## src/rtl/fifo_pkg.sv

```systemverilog
// Shared async-FIFO helpers: Gray/binary conversion and synchronizer depth floor.
// Conversions work on a FIFO_PTR_MAX_W-wide word; callers zero-extend and truncate to their pointer width.
package fifo_pkg;

   localparam int FIFO_MIN_SYNC_STAGES = 2;
   localparam int FIFO_PTR_MAX_W       = 32;

   typedef logic [FIFO_PTR_MAX_W-1:0] fifo_ptr_t;

   function automatic fifo_ptr_t bin2gray(input fifo_ptr_t b);
      return b ^ (b >> 1);
   endfunction

   // Zero upper bits contribute nothing to the XOR prefix, so any narrower width converts correctly.
   function automatic fifo_ptr_t gray2bin(input fifo_ptr_t g);
      fifo_ptr_t b;
      b = g;
      for (int i = 1; i < FIFO_PTR_MAX_W; i++) begin
         b = b ^ (g >> i);
      end
      return b;
   endfunction

endpackage

```

## src/rtl/ptr_sync.sv

```systemverilog
// STAGES-deep flop chain carrying a Gray pointer across clock domains.
// The first flop samples the asynchronous input directly, with no logic in front of it.
module ptr_sync #(
   parameter int WIDTH  = 5,
   parameter int STAGES = 2
) (
   input  logic             clk,
   input  logic             rst_n,
   input  logic [WIDTH-1:0] d,
   output logic [WIDTH-1:0] q
);

   logic [WIDTH-1:0] chain [STAGES];

   always_ff @(posedge clk or negedge rst_n) begin
      if (!rst_n) begin
         for (int i = 0; i < STAGES; i++) begin
            chain[i] <= '0;
         end
      end else begin
         chain[0] <= d;
         for (int i = 1; i < STAGES; i++) begin
            chain[i] <= chain[i-1];
         end
      end
   end

   assign q = chain[STAGES-1];

endmodule

```

## src/rtl/rptr_empty_lvl.sv

```systemverilog
// Async-FIFO read-side controller: read pointers, synchronized write pointer, empty/almost-empty/level.
// Define RPTR_UNDERFLOW_EN to add the sticky runderflow output.
module rptr_empty_lvl
   import fifo_pkg::*;
#(
   parameter int ADDRSIZE    = 4,
   parameter int AE_THRESH   = 2,
   parameter int SYNC_STAGES = 2
) (
   input  logic                rclk,
   input  logic                rrst_n,
   input  logic                rinc,
   input  logic [ADDRSIZE:0]   wptr,
   output logic [ADDRSIZE-1:0] raddr,
   output logic [ADDRSIZE:0]   rptr,
   output logic                rempty,
   output logic                ralmost_empty,
   output logic [ADDRSIZE:0]   rlevel
`ifdef RPTR_UNDERFLOW_EN
   ,
   output logic                runderflow
`endif
);

   localparam int PTR_W = ADDRSIZE + 1;

   if (SYNC_STAGES < FIFO_MIN_SYNC_STAGES) begin : g_chk_sync
      $error("rptr_empty_lvl: SYNC_STAGES must be at least FIFO_MIN_SYNC_STAGES");
   end
   if (AE_THRESH < 0 || AE_THRESH >= (1 << ADDRSIZE)) begin : g_chk_ae
      $error("rptr_empty_lvl: AE_THRESH must lie in 0 .. 2**ADDRSIZE-1");
   end

   logic [PTR_W-1:0] rq_wptr;
   logic [PTR_W-1:0] rbin;
   logic [PTR_W-1:0] rbnext;
   logic [PTR_W-1:0] rgnext;
   logic [PTR_W-1:0] wbin_s;
   logic [PTR_W-1:0] lvl_next;
   logic             rd_ok;

   ptr_sync #(
      .WIDTH  (PTR_W),
      .STAGES (SYNC_STAGES)
   ) u_wptr_sync (
      .clk   (rclk),
      .rst_n (rrst_n),
      .d     (wptr),
      .q     (rq_wptr)
   );

   // Empty and level are judged on the post-read pointer so the last read flags empty on its own edge.
   assign rd_ok    = rinc & ~rempty;
   assign rbnext   = rbin + PTR_W'(rd_ok);
   assign rgnext   = PTR_W'(bin2gray(fifo_ptr_t'(rbnext)));
   assign wbin_s   = PTR_W'(gray2bin(fifo_ptr_t'(rq_wptr)));
   assign lvl_next = wbin_s - rbnext;

   always_ff @(posedge rclk or negedge rrst_n) begin
      if (!rrst_n) begin
         rbin          <= '0;
         rptr          <= '0;
         rempty        <= 1'b1;
         ralmost_empty <= 1'b1;
         rlevel        <= '0;
      end else begin
         rbin          <= rbnext;
         rptr          <= rgnext;
         rempty        <= (rgnext == rq_wptr);
         ralmost_empty <= (lvl_next <= PTR_W'(AE_THRESH));
         rlevel        <= lvl_next;
      end
   end

   assign raddr = rbin[ADDRSIZE-1:0];

`ifdef RPTR_UNDERFLOW_EN
   always_ff @(posedge rclk or negedge rrst_n) begin
      if (!rrst_n) begin
         runderflow <= 1'b0;
      end else if (rinc && rempty) begin
         runderflow <= 1'b1;
      end
   end
`endif

endmodule

```

## config.mk

```make
export PLATFORM = sky130hd
export DESIGN_NAME = rptr_empty_lvl
export DESIGN_NICKNAME = d
export VERILOG_FILES = /design/src/rtl/fifo_pkg.sv /design/src/rtl/ptr_sync.sv /design/src/rtl/rptr_empty_lvl.sv
export SDC_FILE = /design/constraint.sdc
export NUM_CORES = 1
export LEC_CHECK = 0
export ABC_AREA = 1
export ABC_CLOCK_PERIOD_IN_PS = 2410
export CORE_MARGIN = 1.5
export CORE_UTILIZATION = 39
export CTS_BUF_LIST = sky130_fd_sc_hd__clkbuf_4 sky130_fd_sc_hd__clkbuf_8 sky130_fd_sc_hd__clkbuf_16
export CTS_CLUSTER_SIZE = 30
export DETAILED_ROUTE_END_ITERATION = 6
export MAX_ROUTING_LAYER = met4
export PLACE_DENSITY_LB_ADDON = 0.25
export SLEW_MARGIN = 25
export SYNTH_ARGS = -nofsm -noshare
export SYNTH_HDL_FRONTEND = slang
export SYNTH_HIERARCHICAL = 1
export SYNTH_SLANG_ARGS = --single-unit
```

## constraint.sdc

```tcl
create_clock -name rclk -period 2.41 [get_ports rclk]
set_input_delay 0.723 -clock rclk [delete_from_list [all_inputs] [get_ports rclk]]
set_output_delay 0.723 -clock rclk [all_outputs]
set_load 0.03 [all_outputs]
```

# After elaboration in Yosys (flattened, before gate mapping)
# Cells that the tools add are included.
classes:
  add_sub_neg: 2
  order_cmp: 1
  eq_ne: 1
  n_bitwise: 7
op_table:
  columns: ["cell", "n"]
  rows:
  - ["5-bit by 4-bit bitwise XOR with 5-bit output", 2]
  - ["5-bit by 1-bit adder with 5-bit output", 1]
  - ["5-bit == test", 1]
  - ["5-bit by 2-bit <= comparator with 1-bit output, second input constant", 1]
  - ["5-bit subtractor", 1]
  - ["5-bit by 1-bit bitwise XOR with 5-bit output", 1]
  - ["5-bit by 2-bit bitwise XOR with 5-bit output", 1]
  - ["5-bit by 3-bit bitwise XOR with 5-bit output", 1]
  - ["1-bit bitwise AND", 1]
  - ["1-bit NOT", 1]
totals:
  ff_bits: 27
  inputBits: 8
  out_inout_bits: 16
  elab_cells: 18

# Logic depth before layout (Yosys ltp)
depth:
  ltp_word: 6
  ltp_mapped: 18

# By module
# Netlist, hierarchy kept.
by_module_without_submodules:
  columns: ["module", "instances", "cells_per_inst", "area_per_inst_um2", "seq_area_each_um2"]
  rows:
  - ["rptr_empty_lvl", 1, 132, 1059.8, 402.9]
  - ["ptr_sync", 1, 15, 287.8, 250.2]

# Least setup slack after synthesis
# OpenSTA, ideal clock, no wires.
synth_path:
  path_kind: "reg2reg"
  start: "reg u_wptr_sync.chain (netlist bit u_wptr_sync/q[3])"
  end: "reg ralmost_empty"
  setup_time_ps: 64
  arrival_time_ps: 2204
  required_time_ps: 2346
  setup_slack_ps: 142
  path_stages_with_launch: 17
  period_less_slack_ps: 2268
  path_cell_list: "dfrtp_1 > buf_4 > inv_1 > nand2_2 > nand2_1 > nand2_2 > nand2_2 > xor2_2 > xor2_1 > ha_1 > inv_1 > fa_1 > inv_1 > nor2_1 > nor2_1 > nand3_1 > nor2_2"
synth_rtl:
  columns: ["item", "line_no", "text"]
  rows:
  - ["start: declaration", "ptr_sync.sv:13", "logic [WIDTH-1:0] chain [STAGES];"]
  - ["start signal: indexed assignment", "ptr_sync.sv:23", "chain[i] <= chain[i-1];"]
  - ["5-bit by 3-bit bitwise XOR with 5-bit output", "fifo_pkg.sv:19", "b = b ^ (g >> i);"]
  - ["5-bit by 2-bit bitwise XOR with 5-bit output (*)", "fifo_pkg.sv:19", null]
  - ["5-bit by 1-bit bitwise XOR with 5-bit output (*)", "fifo_pkg.sv:19", null]
  - ["5-bit subtractor (*)", "rptr_empty_lvl.sv:57", "assign lvl_next = wbin_s - rbnext;"]
  - ["via lvl_next[1]", "rptr_empty_lvl.sv:39", "logic [PTR_W-1:0] lvl_next;"]
  - ["5-bit by 2-bit <= comparator with 1-bit output (*)", "rptr_empty_lvl.sv:70", "ralmost_empty <= (lvl_next <= PTR_W'(AE_THRESH));"]
  - ["end signal: assignment", "rptr_empty_lvl.sv:70", null]
  - ["end: declaration", "rptr_empty_lvl.sv:17", "output logic ralmost_empty,"]
# The timed path passes the listed nets; every way through them passes the cells marked *.

# Final worst setup path
layout_path:
  start: "in rinc"
  end: "reg ralmost_empty"
layout_between:
  elab_chain_len: 4
layout_lines:
  columns: ["item", "line_no", "text"]
  rows:
  - ["start: declaration", "rptr_empty_lvl.sv:12", "input logic rinc,"]
  - ["1-bit bitwise AND", "rptr_empty_lvl.sv:53", "assign rd_ok = rinc & ~rempty;"]
  - ["5-bit by 1-bit adder with 5-bit output", "rptr_empty_lvl.sv:54", "assign rbnext = rbin + PTR_W'(rd_ok);"]
  - ["via rbnext[0]", "rptr_empty_lvl.sv:36", "logic [PTR_W-1:0] rbnext;"]
  - ["5-bit subtractor", "rptr_empty_lvl.sv:57", null]
  - ["via lvl_next[1]", "rptr_empty_lvl.sv:39", null]
  - ["5-bit by 2-bit <= comparator with 1-bit output", "rptr_empty_lvl.sv:70", null]
# The timed path passes the listed nets, and every way through them passes these cells.

==> flow_metrics.py <==
metrics = {
    "power": {
        "swShare_pct": 43.7,
        "vdd_ir_drop_max_mv": 0.993,
        "power_leakage_uw": 0.000939,
        "p_comb_share_pct": 66.5,
        "power_frac_seq_pct": 25.4,
        "p_per_area_nw_per_um2": 1420,
        "switching_power_uw": 1180,
        "clkPwrFrac_pct": 8.2,
        "p_int_uw": 1510,
    },
    "clocking": {
        "htree_levels": 1,
        "cts_tree": "built",
        "clockBufferDepth": 2,
        "hold_buffers": 0,
        "clk_latency_ps": 320,
        "clock_sinks": 26,
        "clk_pin_slew_ps": 140,
        "clockRootBuffer": "clkbuf_4",
        "cts-buffers-inserted": 3,
    },
    "finish": {
        "final_common_cell": "nand2_1",
        "syn_to_final_growth_pct": 40.7,
        "multi_input_area_sq_um": 677,
        "ff_latch_area_sq_um": 653,
        "fillers": 304,
        "layout.nets": 206,
        "diodes": 0,
        "final_cell_mix": "nand2_1, dfrtp_1, clkdlybuf4s50_1, buf_4, nand2_2",
        "final_layout_size_suffix_gt1_share_pct": 36.8,
    },
    "drt": {
        "dr.pass1.iters": 3,
        "num_vias": 1021,
        "remaining_drc_errors": 0,
        "ant_nets": 0,
        "initialDrtViolationCount": 46,
        "wl_mm": 2.46,
        "post_drt_wl_per_cell_um": 10.4,
        "vias_per_cell": 4.33,
    },
    "critical_path": {
        "path_class": "input pin to flop",
        "cp-end-kind": "flop",
        "crit_required_ps": 2680,
        "worstRegToRegCells": 15,
        "cp-start-kind": "input pin",
        "startpoint": "rinc",
        "cp_max_fo": 2,
        "endpoint": "ralmost_empty$_DFF_PN1_",
        "r2r_slack_ps": 80,
        "reg2reg_from": "u_wptr_sync/q[3]$_DFF_PN0_",
        "r2r-end": "ralmost_empty$_DFF_PN1_",
        "arrival_ps": 2640,
    },
    "global_routing": {
        "grtUsageTotal_pct": 15.5,
        "antenna_found_initial": 0,
        "grt_pass1_vias": 951,
        "grt_remaining_overflow": 0,
        "grt_start_max_net_pins": 27,
        "grt_pass1_wl_mm": 4.19,
    },
    "sta": {
        "setup_viol_count_final": 0,
        "grt_setup_unrepaired": "true",
        "setup_ws_ps": 38.4,
        "layout_min_cycle_time_ps": 2370,
        "hold_viol": 0,
        "drv_slew": 0,
        "worst_slew_pin_slew_ps": 321,
        "timing.setup.tns_ps": 0,
        "fmax_ghz": 0.422,
        "worst_clock_skew_ps": 2.59,
        "maxSlewHeadroom_pct": 78.5,
        "finalCritPeriodShare_pct": 98.4,
    },
    "flow_run": {
        "max_cap_violations": 0,
    },
    "placed_design": {
        "hpwl_mm": 1.76,
        "gp_congestion": 0.838,
        "io_buffers": 23,
        "pre_cts_ws_ps": -406,
    },
    "synth": {
        "syn-num-nets": 162,
        "syn_area_sq_um": 1350,
        "yosys_warnings": 6,
        "seq_area_frac_synth_pct": 48.5,
        "synthCells": 147,
        "ys_ff_latch": 26,
        "syn_avg_cell_area_sq_um": 9.17,
        "ys_types": 22,
    },
    "floorplan": {
        "die_area_sq_um": 3820,
        "chipHeight_um": 61.8,
        "io-pin-count": 24,
        "rows": 21,
        "core_sq_um": 3340,
        "dieWidth_um": 61.8,
        "initial_core_util_pct": 40.4,
    },
    "hold_path": {
        "hold_class": "flop to flop",
    },
    "status": {
        "outcome": "complete, no violations",
    },
}
==> metrics by stage <==
| step | instances | utilization, % | hold slack (ps) | total power [uW] | area, sq um |
|---|---|---|---|---|---|
| floorplan | 147 | - | 331 | 1660 | 1350 |
| global placement | 224 | 50.7 | 331 | 2260 | 1690 |
| detailed placement | 224 | 50.7 | 335 | 2280 | 1690 |
| CTS | 230 | 53.7 | 367 | 2620 | 1790 |
| global route | 236 | 56.8 | 376 | 2920 | 1900 |
| finish | 236 | 56.8 | 365 | 2690 | 1900 |
==> synthesized netlist by cell type (all sizes together) <==
cell / instances / share of area [%]
fa: 1 / 1.5
dfrtp: 24 / 45
xor2: 4 / 3.2
nor2: 7 / 2.7
dfstp: 2 / 3.9
nand4: 2 / 0.93
a21oi: 2 / 0.74
ha: 6 / 5.6
nand3b: 1 / 0.56
nand3: 13 / 5.9
buf: 6 / 3.6
inv: 19 / 5.5
nand2: 60 / 21
==> power groups by stage <==
stage	registers (uW)	clock network, uW	logic, uW
3_5_place_dp	682	0	1600
2_1_floorplan	917	0	743
3_3_place_gp	680	0	1580
5_1_grt	704	245	1970
4_1_cts	683	230	1710
6_report	683	219	1790
==> routing by layer <==
metal / global-route usage, % / wire length [um] / vias to the layer above / part of all wire [%]
li1: - / - / 534 / -
met1: 20.3 / 1160 / 463 / 47
met2: 23.8 / 1170 / 19 / 48
met3: 2.90 / 78 / 5 / 3.2
met4: 6.38 / 48 / 0 / 2.0
met5: - / 0 / - / 0
==> worst max-delay path, cell delays in order <==
cell,delay (ps)
clkdlybuf4s50_1,450
inv_1,60
nor2_4,140
ha_4,230
ha_2,180
inv_2,70
fa_2,430
inv_1,60
nor2_1,40
nor2_1,90
nand3_1,80
nor2_2,80
==> cell type report <==
cell class                 count  share of cell area [%]
clock buffer                   4                    1.91
inverter                      19                    3.89
multi-input combinational     96                    35.7
sequential                    26                    34.5
tap                           46                    3.04
timing repair buffer          45                    21.0
==> cells by family (layout without fill, tap and decap cells) <==
group / count (synthesis) / after routing / synth area share, %
adders and majority gates: 7 / 7 / 7.06
DFF: 26 / 26 / 48.5
buffers and inverters: 25 / 68 / 9.10
and+or+nand+nor: 83 / 83 / 31.5
AOI/OAI and AO/OA: 2 / 2 / 0.743
xor gates and xnor gates: 4 / 4 / 3.16
==> worst min path at each step <==
stage,cells after the start,to,from
2_1_floorplan,0,u_wptr_sync/q[0]$_DFF_PN0_,u_wptr_sync/chain[5]$_DFF_PN0_
6_report,0,u_wptr_sync/q[4]$_DFF_PN0_,u_wptr_sync/chain[9]$_DFF_PN0_
4_1_cts,0,u_wptr_sync/q[4]$_DFF_PN0_,u_wptr_sync/chain[9]$_DFF_PN0_
5_1_grt,0,u_wptr_sync/q[1]$_DFF_PN0_,u_wptr_sync/chain[6]$_DFF_PN0_
3_3_place_gp,0,u_wptr_sync/q[2]$_DFF_PN0_,u_wptr_sync/chain[7]$_DFF_PN0_
3_5_place_dp,0,u_wptr_sync/q[3]$_DFF_PN0_,u_wptr_sync/chain[8]$_DFF_PN0_
==> registers in the layout, summed over array words and instances (netlist names) <==
signal / count
ralmost_empty: 1
rbin: 5
rempty: 1
rlevel: 5
rptr: 4
u_wptr_sync/chain: 5
u_wptr_sync/q: 5
==> repair_timing <==
| action | in CTS | in global routing |
|---|---|---|
| setup buffers | 2 | 6 |
| gates resized for setup | 9 | 12 |
| setup endpoints to repair | 2 | 4 |
| pin swaps | 4 | 14 |
Power figures use the tool's default switching activity.
